**src/rtl/present_inv_round.sv**
```systemverilog
// -----------------------------------------------------------------------------
// present_inv_round
//
// One inverse (decryption) round of the PRESENT block cipher, built as a
// two-stage valid/ready pipeline.
//
//   Normal round   (in_last = 0): out = InvS(InvP(in_state)) ^ in_key
//   Whitening round(in_last = 1): out = in_state ^ in_key
//
// Stage 1 registers the inverse bit permutation (or the raw state for a
// whitening round) together with the key and the last flag. Stage 2 applies
// the inverse S-box layer and the key XOR and holds the result until the
// downstream consumer takes it.
//
// Ports
//   clock      in   1   rising-edge clock
//   reset_n    in   1   asynchronous active-low reset
//   in_valid   in   1   upstream offers in_state / in_key / in_last
//   in_ready   out  1   block accepts input this cycle
//   in_state   in  64   ciphertext or intermediate decryption state
//   in_key     in  64   round key for this round (already reverse-scheduled)
//   in_last    in   1   1 = whitening-only round
//   out_valid  out  1   out_state holds a valid result
//   out_ready  in   1   downstream accepts the result this cycle
//   out_state  out 64   decrypted round result
// -----------------------------------------------------------------------------
module present_inv_round (
    input  logic        clock,
    input  logic        reset_n,
    input  logic        in_valid,
    output logic        in_ready,
    input  logic [63:0] in_state,
    input  logic [63:0] in_key,
    input  logic        in_last,
    output logic        out_valid,
    input  logic        out_ready,
    output logic [63:0] out_state
);

    // -------------------------------------------------------------------------
    // Cipher layers
    // -------------------------------------------------------------------------

    // Inverse PRESENT S-box for a single nibble.
    function automatic logic [3:0] inv_sbox(input logic [3:0] x);
        logic [3:0] y;
        y = 4'h0;
        case (x)
            4'h0: y = 4'h5;
            4'h1: y = 4'hE;
            4'h2: y = 4'hF;
            4'h3: y = 4'h8;
            4'h4: y = 4'hC;
            4'h5: y = 4'h1;
            4'h6: y = 4'h2;
            4'h7: y = 4'hD;
            4'h8: y = 4'hB;
            4'h9: y = 4'h4;
            4'hA: y = 4'h6;
            4'hB: y = 4'h3;
            4'hC: y = 4'h0;
            4'hD: y = 4'h7;
            4'hE: y = 4'h9;
            4'hF: y = 4'hA;
        endcase
        return y;
    endfunction

    // Inverse S-box applied to all sixteen nibbles independently.
    function automatic logic [63:0] inv_slayer(input logic [63:0] s);
        logic [63:0] r;
        r = '0;
        for (int n = 0; n < 16; n++) begin
            r[4*n +: 4] = inv_sbox(s[4*n +: 4]);
        end
        return r;
    endfunction

    // Inverse bit permutation: input bit 16*b+k lands on output bit 4*k+b.
    // Pure wiring, no gates.
    function automatic logic [63:0] inv_player(input logic [63:0] s);
        logic [63:0] r;
        r = '0;
        for (int b = 0; b < 4; b++) begin
            for (int k = 0; k < 16; k++) begin
                r[4*k + b] = s[16*b + k];
            end
        end
        return r;
    endfunction

    // -------------------------------------------------------------------------
    // Pipeline state
    // -------------------------------------------------------------------------
    logic        s1_valid_q, s1_valid_d;
    logic [63:0] s1_state_q, s1_state_d;
    logic [63:0] s1_key_q,   s1_key_d;
    logic        s1_last_q,  s1_last_d;

    logic        out_valid_q, out_valid_d;
    logic [63:0] out_state_q, out_state_d;

    logic        s2_adv;
    logic [63:0] s2_result;

    // Stage 2 may load whenever it is empty or its content leaves this cycle;
    // stage 1 may load whenever it is empty or it drains into stage 2. Both
    // are combinational so a full pipeline streams without bubbles.
    assign s2_adv    = !out_valid_q || out_ready;
    assign in_ready  = !s1_valid_q  || s2_adv;

    // A whitening round carries the raw state through stage 1 and skips the
    // S-box layer here, leaving only the key XOR.
    assign s2_result = (s1_last_q ? s1_state_q : inv_slayer(s1_state_q)) ^ s1_key_q;

    // NOTE: every _d signal gets its hold value first so no path through this
    // block leaves a signal unassigned, which would otherwise infer a latch.
    always_comb begin
        s1_valid_d  = s1_valid_q;
        s1_state_d  = s1_state_q;
        s1_key_d    = s1_key_q;
        s1_last_d   = s1_last_q;
        out_valid_d = out_valid_q;
        out_state_d = out_state_q;

        if (in_ready) begin
            s1_valid_d = in_valid;
            // Data is captured only on a real transfer; otherwise the inputs
            // are ignored and the stage keeps its previous contents.
            if (in_valid) begin
                s1_state_d = in_last ? in_state : inv_player(in_state);
                s1_key_d   = in_key;
                s1_last_d  = in_last;
            end
        end

        if (s2_adv) begin
            out_valid_d = s1_valid_q;
            if (s1_valid_q) begin
                out_state_d = s2_result;
            end
        end
    end

    // NOTE: sequential state uses non-blocking assignments so every register
    // samples the pre-edge value of every other register.
    // NOTE: the data registers are reset as well as the valid flags, so
    // out_state reads a defined zero while reset is asserted.
    always_ff @(posedge clock or negedge reset_n) begin
        if (!reset_n) begin
            s1_valid_q  <= 1'b0;
            s1_state_q  <= 64'h0;
            s1_key_q    <= 64'h0;
            s1_last_q   <= 1'b0;
            out_valid_q <= 1'b0;
            out_state_q <= 64'h0;
        end else begin
            s1_valid_q  <= s1_valid_d;
            s1_state_q  <= s1_state_d;
            s1_key_q    <= s1_key_d;
            s1_last_q   <= s1_last_d;
            out_valid_q <= out_valid_d;
            out_state_q <= out_state_d;
        end
    end

    assign out_valid = out_valid_q;
    assign out_state = out_state_q;

endmodule

```
**config.mk**
```make
export PLATFORM = sky130hd
export DESIGN_NAME = present_inv_round
export DESIGN_NICKNAME = d
export VERILOG_FILES = /design/src/rtl/present_inv_round.sv
export SDC_FILE = /design/constraint.sdc
export NUM_CORES = 1
export LEC_CHECK = 0
export ABC_AREA = 1
export ABC_CLOCK_PERIOD_IN_PS = 2900
export CORE_UTILIZATION = 30
export CTS_BUF_LIST = sky130_fd_sc_hd__clkbuf_16
export DETAILED_ROUTE_END_ITERATION = 10
export PLACE_DENSITY = 0.55
export RECOVER_POWER = 100
export SYNTH_ARGS = -nofsm -noshare
export SYNTH_HDL_FRONTEND = slang
export SYNTH_SLANG_ARGS = --single-unit
```
**constraint.sdc**
```tcl
create_clock -name clock -period 2.9 [get_ports clock]
set_clock_uncertainty 0.1 [all_clocks]
set_input_delay 0.87 -clock clock [delete_from_list [all_inputs] [get_ports clock]]
set_output_delay 0.87 -clock clock [all_outputs]
set_load 0.01 [all_outputs]
```
Word-level counts from Yosys, hierarchy flattened
Memory sizes are Yosys's and may differ from the RTL's.
Index checks and enable logic that the tools add are counted.
W data, S select, Z words.
{"block": "word_totals", "regBits": 195, "rom_bits": 1024, "inputBits": 133, "n_memories": 16}
{"block": "classes", "muxes": 2, "bitwise_logic": 1, "n_reduce_logical": 6}
{"memory": "(no name shown)", "depth": 16, "width": 4, "read_ports": 1, "rd_ports_with_merged_regs": 0, "write_ports": 0, "line_no": "48", "rtl": "case (x)"}
{"memory": "(no name shown)", "depth": 16, "width": 4, "read_ports": 1, "rd_ports_with_merged_regs": 0, "write_ports": 0, "line_no": "48"}
{"memory": "(no name shown)", "depth": 16, "width": 4, "read_ports": 1, "rd_ports_with_merged_regs": 0, "write_ports": 0, "line_no": "48"}
{"memory": "(no name shown)", "depth": 16, "width": 4, "read_ports": 1, "rd_ports_with_merged_regs": 0, "write_ports": 0, "line_no": "48"}
{"memory": "(no name shown)", "depth": 16, "width": 4, "read_ports": 1, "rd_ports_with_merged_regs": 0, "write_ports": 0, "line_no": "48"}
{"memory": "(no name shown)", "depth": 16, "width": 4, "read_ports": 1, "rd_ports_with_merged_regs": 0, "write_ports": 0, "line_no": "48"}
{"memory": "10 more memories"}
{"operator": "$mux W64", "n": 1}
{"operator": "$xor A64 B64 Y64", "n": 1}
{"operator": "$mux W63", "n": 1}
{"operator": "$reduce_and A2 Y1", "n": 2}
{"operator": "$logic_not A1 Y1", "n": 2}
{"operator": "$logic_or A1 B1 Y1", "n": 2}

Logic depth before layout (Yosys ltp)
{"block": "depth", "depth_word": 4, "depth_mapped": 11}

Least setup slack after synthesis
No wires, ideal clock.
{"block": "synth_path", "kind": "input -> output", "start": "input out_ready", "end": "output in_ready", "arrival_time_ps": 1070, "required_time_ps": 1930, "setup_slack_ps": 860, "path_stages": 2, "path_buffers": 0, "cell_sequence": "inv_1 > nand3_4"}
{"block": "synth_via", "elab_chain_len": 2}
{"item": "from (decl)", "line_no": "36", "rtl": "input logic out_ready,"}
{"item": "$logic_or A1 B1 Y1", "line_no": "109", "rtl": "assign s2_adv = !out_valid_q || out_ready;"}
{"item": "$logic_or A1 B1 Y1", "line_no": "110", "rtl": "assign in_ready = !s1_valid_q || s2_adv;"}
{"item": "to (decl)", "line_no": "31", "rtl": "output logic in_ready,"}
No other way between the ends.

Worst setup path after layout
Ends and elaborated chain as after synthesis.

==> impl_metrics.json <==
{
  "clock_latency_ns": 0.47,
  "syn_to_final_growth_pct": 22.0,
  "core_sq_um": 42200,
  "synth_nets": 2014,
  "dp_slack_ns": -0.0693,
  "clk_pin_slew_worst_paths_ns": 0.07,
  "fin_crit_sh_pct": 93.0,
  "hp-start": "out_state[22]",
  "tns_ns": 0,
  "finish.instance_area_sq_um": 15800,
  "dieArea_sq_um": 43900,
  "worstPathMaxFanout": 2,
  "p_total_w": 0.0103,
  "synth_cells": 1772,
  "root_buffer": "clkbuf_16",
  "cts_tree": "yes",
  "cp_slowest_stage_delay_ns": 0.40,
  "end_kind": "primary output",
  "core.rowCount": 75,
  "critPathKind": "in2out",
  "hold_path.class": "reg2reg",
  "required_ns": 1.93,
  "syn_area_sq_um": 12900,
  "avgViaCountPerCell": 4.76,
  "worst_pin_slew_ns": 1.59,
  "slew_viol_final": 52,
  "cts_hold_buf": 0,
  "crit_slowest_cell": "clkdlybuf4s50_1",
  "antenna_found_initial": 4,
  "grt_overflow": 0,
  "relSlewSlack_pct": -5.72,
  "p_leak_nw": 7.99,
  "drt-initial-drc-count": 755,
  "grt_pass1_vias": 11600,
  "seq_area_frac_synth_pct": 37.8,
  "multi_input_area_sq_um": 6660,
  "min_period_ns": 2.70,
  "numCtsBuffers": 17,
  "outcome": "finished, violations left",
  "critPathLaunch": "out_ready",
  "fp.dieW_um": 209,
  "routedWlPerCell_um": 15.3,
  "start_kind": "input port",
  "ios": 199,
  "grt_pass1_wl_um": 61900,
  "fin_ws_ns": 0.202,
  "combinationalPowerShare_pct": 39.3,
  "fillers": 4452,
  "power.switching_w": 0.00405,
  "r2r_start": "out_valid",
  "clock_path_buffers": 2,
  "path_cells": "clkdlybuf4s50_1, inv_1, nand3_4, dlygate4sd2_1",
  "rsz0062_at_grt": "no",
  "cp.arrival_ns": 1.73,
  "max_freq_ghz": 0.371,
  "finalWeightedCongestion": 0.857,
  "drtAntennaViolNets": 0,
  "grt_util_all_layers_pct": 18.1,
  "synth_area_per_cell_sq_um": 7.29,
  "power.share.switching_pct": 39.3,
  "seq_power_share_pct": 38.0,
  "violations": "capacitance limit, slew limit",
  "placed_cell_area_sq_um": 15400,
  "die_h_um": 209,
  "dp_hpwl_um": 28100,
  "clkSinkCount": 195,
  "grt_max_degree": 65,
  "start_util_pct": 30.6,
  "final_nets": 2180,
  "synth_seq_cells": 195,
  "io_buffers": 198,
  "wirelength_um": 38200,
  "intPower_w": 0.00625,
  "yosys_warnings": 0,
  "ys_types": 28,
  "clockPowerShare_pct": 22.7,
  "vias": 11900,
  "p_per_area_nw_per_um2": 654,
  "drcViolationCount": 0,
  "final-seq-area_sq_um": 4880,
  "setup_violations": 0,
  "ir_drop_v": 0.000339,
  "hold_violations": 0,
  "drtPass1Iterations": 7,
  "layout-drive-gt1-share_pct": 4.51,
  "ctsHtreeMaxLevel": 4,
  "maxCapViolations": 1
}
through the flow:
| stage | instances | utilization, % | hold slack [ns] |
|---|---|---|---|
| global route | 2491 | 37.3 | 0.394 |
| floorplan | 1772 | - | 0.362 |
| finish | 2492 | 37.3 | 0.376 |
| CTS | 2490 | 37.7 | 0.280 |
| global placement | 2458 | 36.5 | 0.366 |
| detailed placement | 2458 | 36.5 | 0.364 |
Yosys cell counts, drive strengths merged:
cell type,instances,area share (%)
o21ai,121,4.7
nand3,250,9.8
or2,2,0.097
nand3b,5,0.29
o211ai,40,3.5
nand2,683,20
ha,109,11
a31oi,21,1.0
inv,191,5.6
clkbuf,28,0.95
buf,55,3.3
nand4,2,0.097
a21oi,28,1.1
o21bai,1,0.058
nor2,41,1.2
dfrtp,195,38
critical path: cells and delay by family:
kind          cells  cell delay [ns]
buf+inv           3             0.79
simple gates      1             0.07
kinds of logic (layout without fill, tap and decap cells):
group,after synthesis,after routing,synth area share [%]
simple gates,983,983,31.5
flops,195,195,37.8
buf+inv,274,453,9.80
compound gates,211,211,10.4
fa+ha+maj,109,109,10.6
other cells,0,2,0
power groups by stage:
| stage | clock, W | combinational, W | sequential (W) |
|---|---|---|---|
| final | 0.00234 | 0.00405 | 0.00391 |
| after global routing | 0.00252 | 0.00464 | 0.00402 |
| after CTS | 0.00243 | 0.00431 | 0.00394 |
| after detailed placement | 0 | 0.00428 | 0.00398 |
| after global placement | 0 | 0.00423 | 0.00397 |
| after floorplan | 0 | 0.00247 | 0.00399 |
cell type report:
class | instances | area share, %
Antenna cell | 2 | 0.0318
Tap cell | 539 | 4.28
Timing Repair Buffer | 230 | 14.4
Sequential cell | 195 | 31.0
Clock inverter | 15 | 0.763
Clock buffer | 17 | 2.70
Inverter | 191 | 4.60
Multi-Input combinational cell | 1303 | 42.3
placed cells by master, fill, tap and decap left out, drive strengths merged:
master / instances
o21ai: 121
clkbuf: 33
clkinvlp: 4
bufinv: 1
nand2: 683
clkinv: 7
dlygate4sd3: 65
clkdlybuf4s50: 130
a21oi: 28
nor2: 41
diode: 2
nand3: 250
o211ai: 40
dlygate4sd2: 1
inv: 194
buf: 18
nand3b: 5
or2: 2
ha: 109
nand4: 2
dfrtp: 195
o21bai: 1
a31oi: 21
worst paths after layout:
path / end / slack [ns] / depth (start not counted)
setup / recovery: in_ready / 0.20 / 4
hold / removal: out_state[22] / 0.38 / 2
setup reg to reg: s1_state_q[47] / 0.72 / 7
hold reg to reg: out_state[22] / 0.38 / 2
max in group asynchronous: out_state[34] / 0.52 / 2
min in group asynchronous: out_state[3] / 0.69 / 1
routing by layer:
layer | global-route usage (%) | wire length [um] | vias up
met5 | 0 | 31 | -
met4 | 4.96 | 523 | 4
met3 | 3.43 | 1840 | 33
met2 | 30.0 | 18100 | 271
met1 | 23.9 | 17800 | 5551
li1 | - | - | 5991
timing repair:
item / CTS / global route
setup endpoints to repair: 1 / 0
gates resized for setup: 1 / 0
buffers inserted: 0 / 0
state kept, by name, indices dropped and copies added (netlist names):
name        cells
s1_last_q       1
s1_key_q       64
s1_state_q     64
out_state      64
out_valid       1
s1_valid_q      1
(Power assumes the default switching activity.)
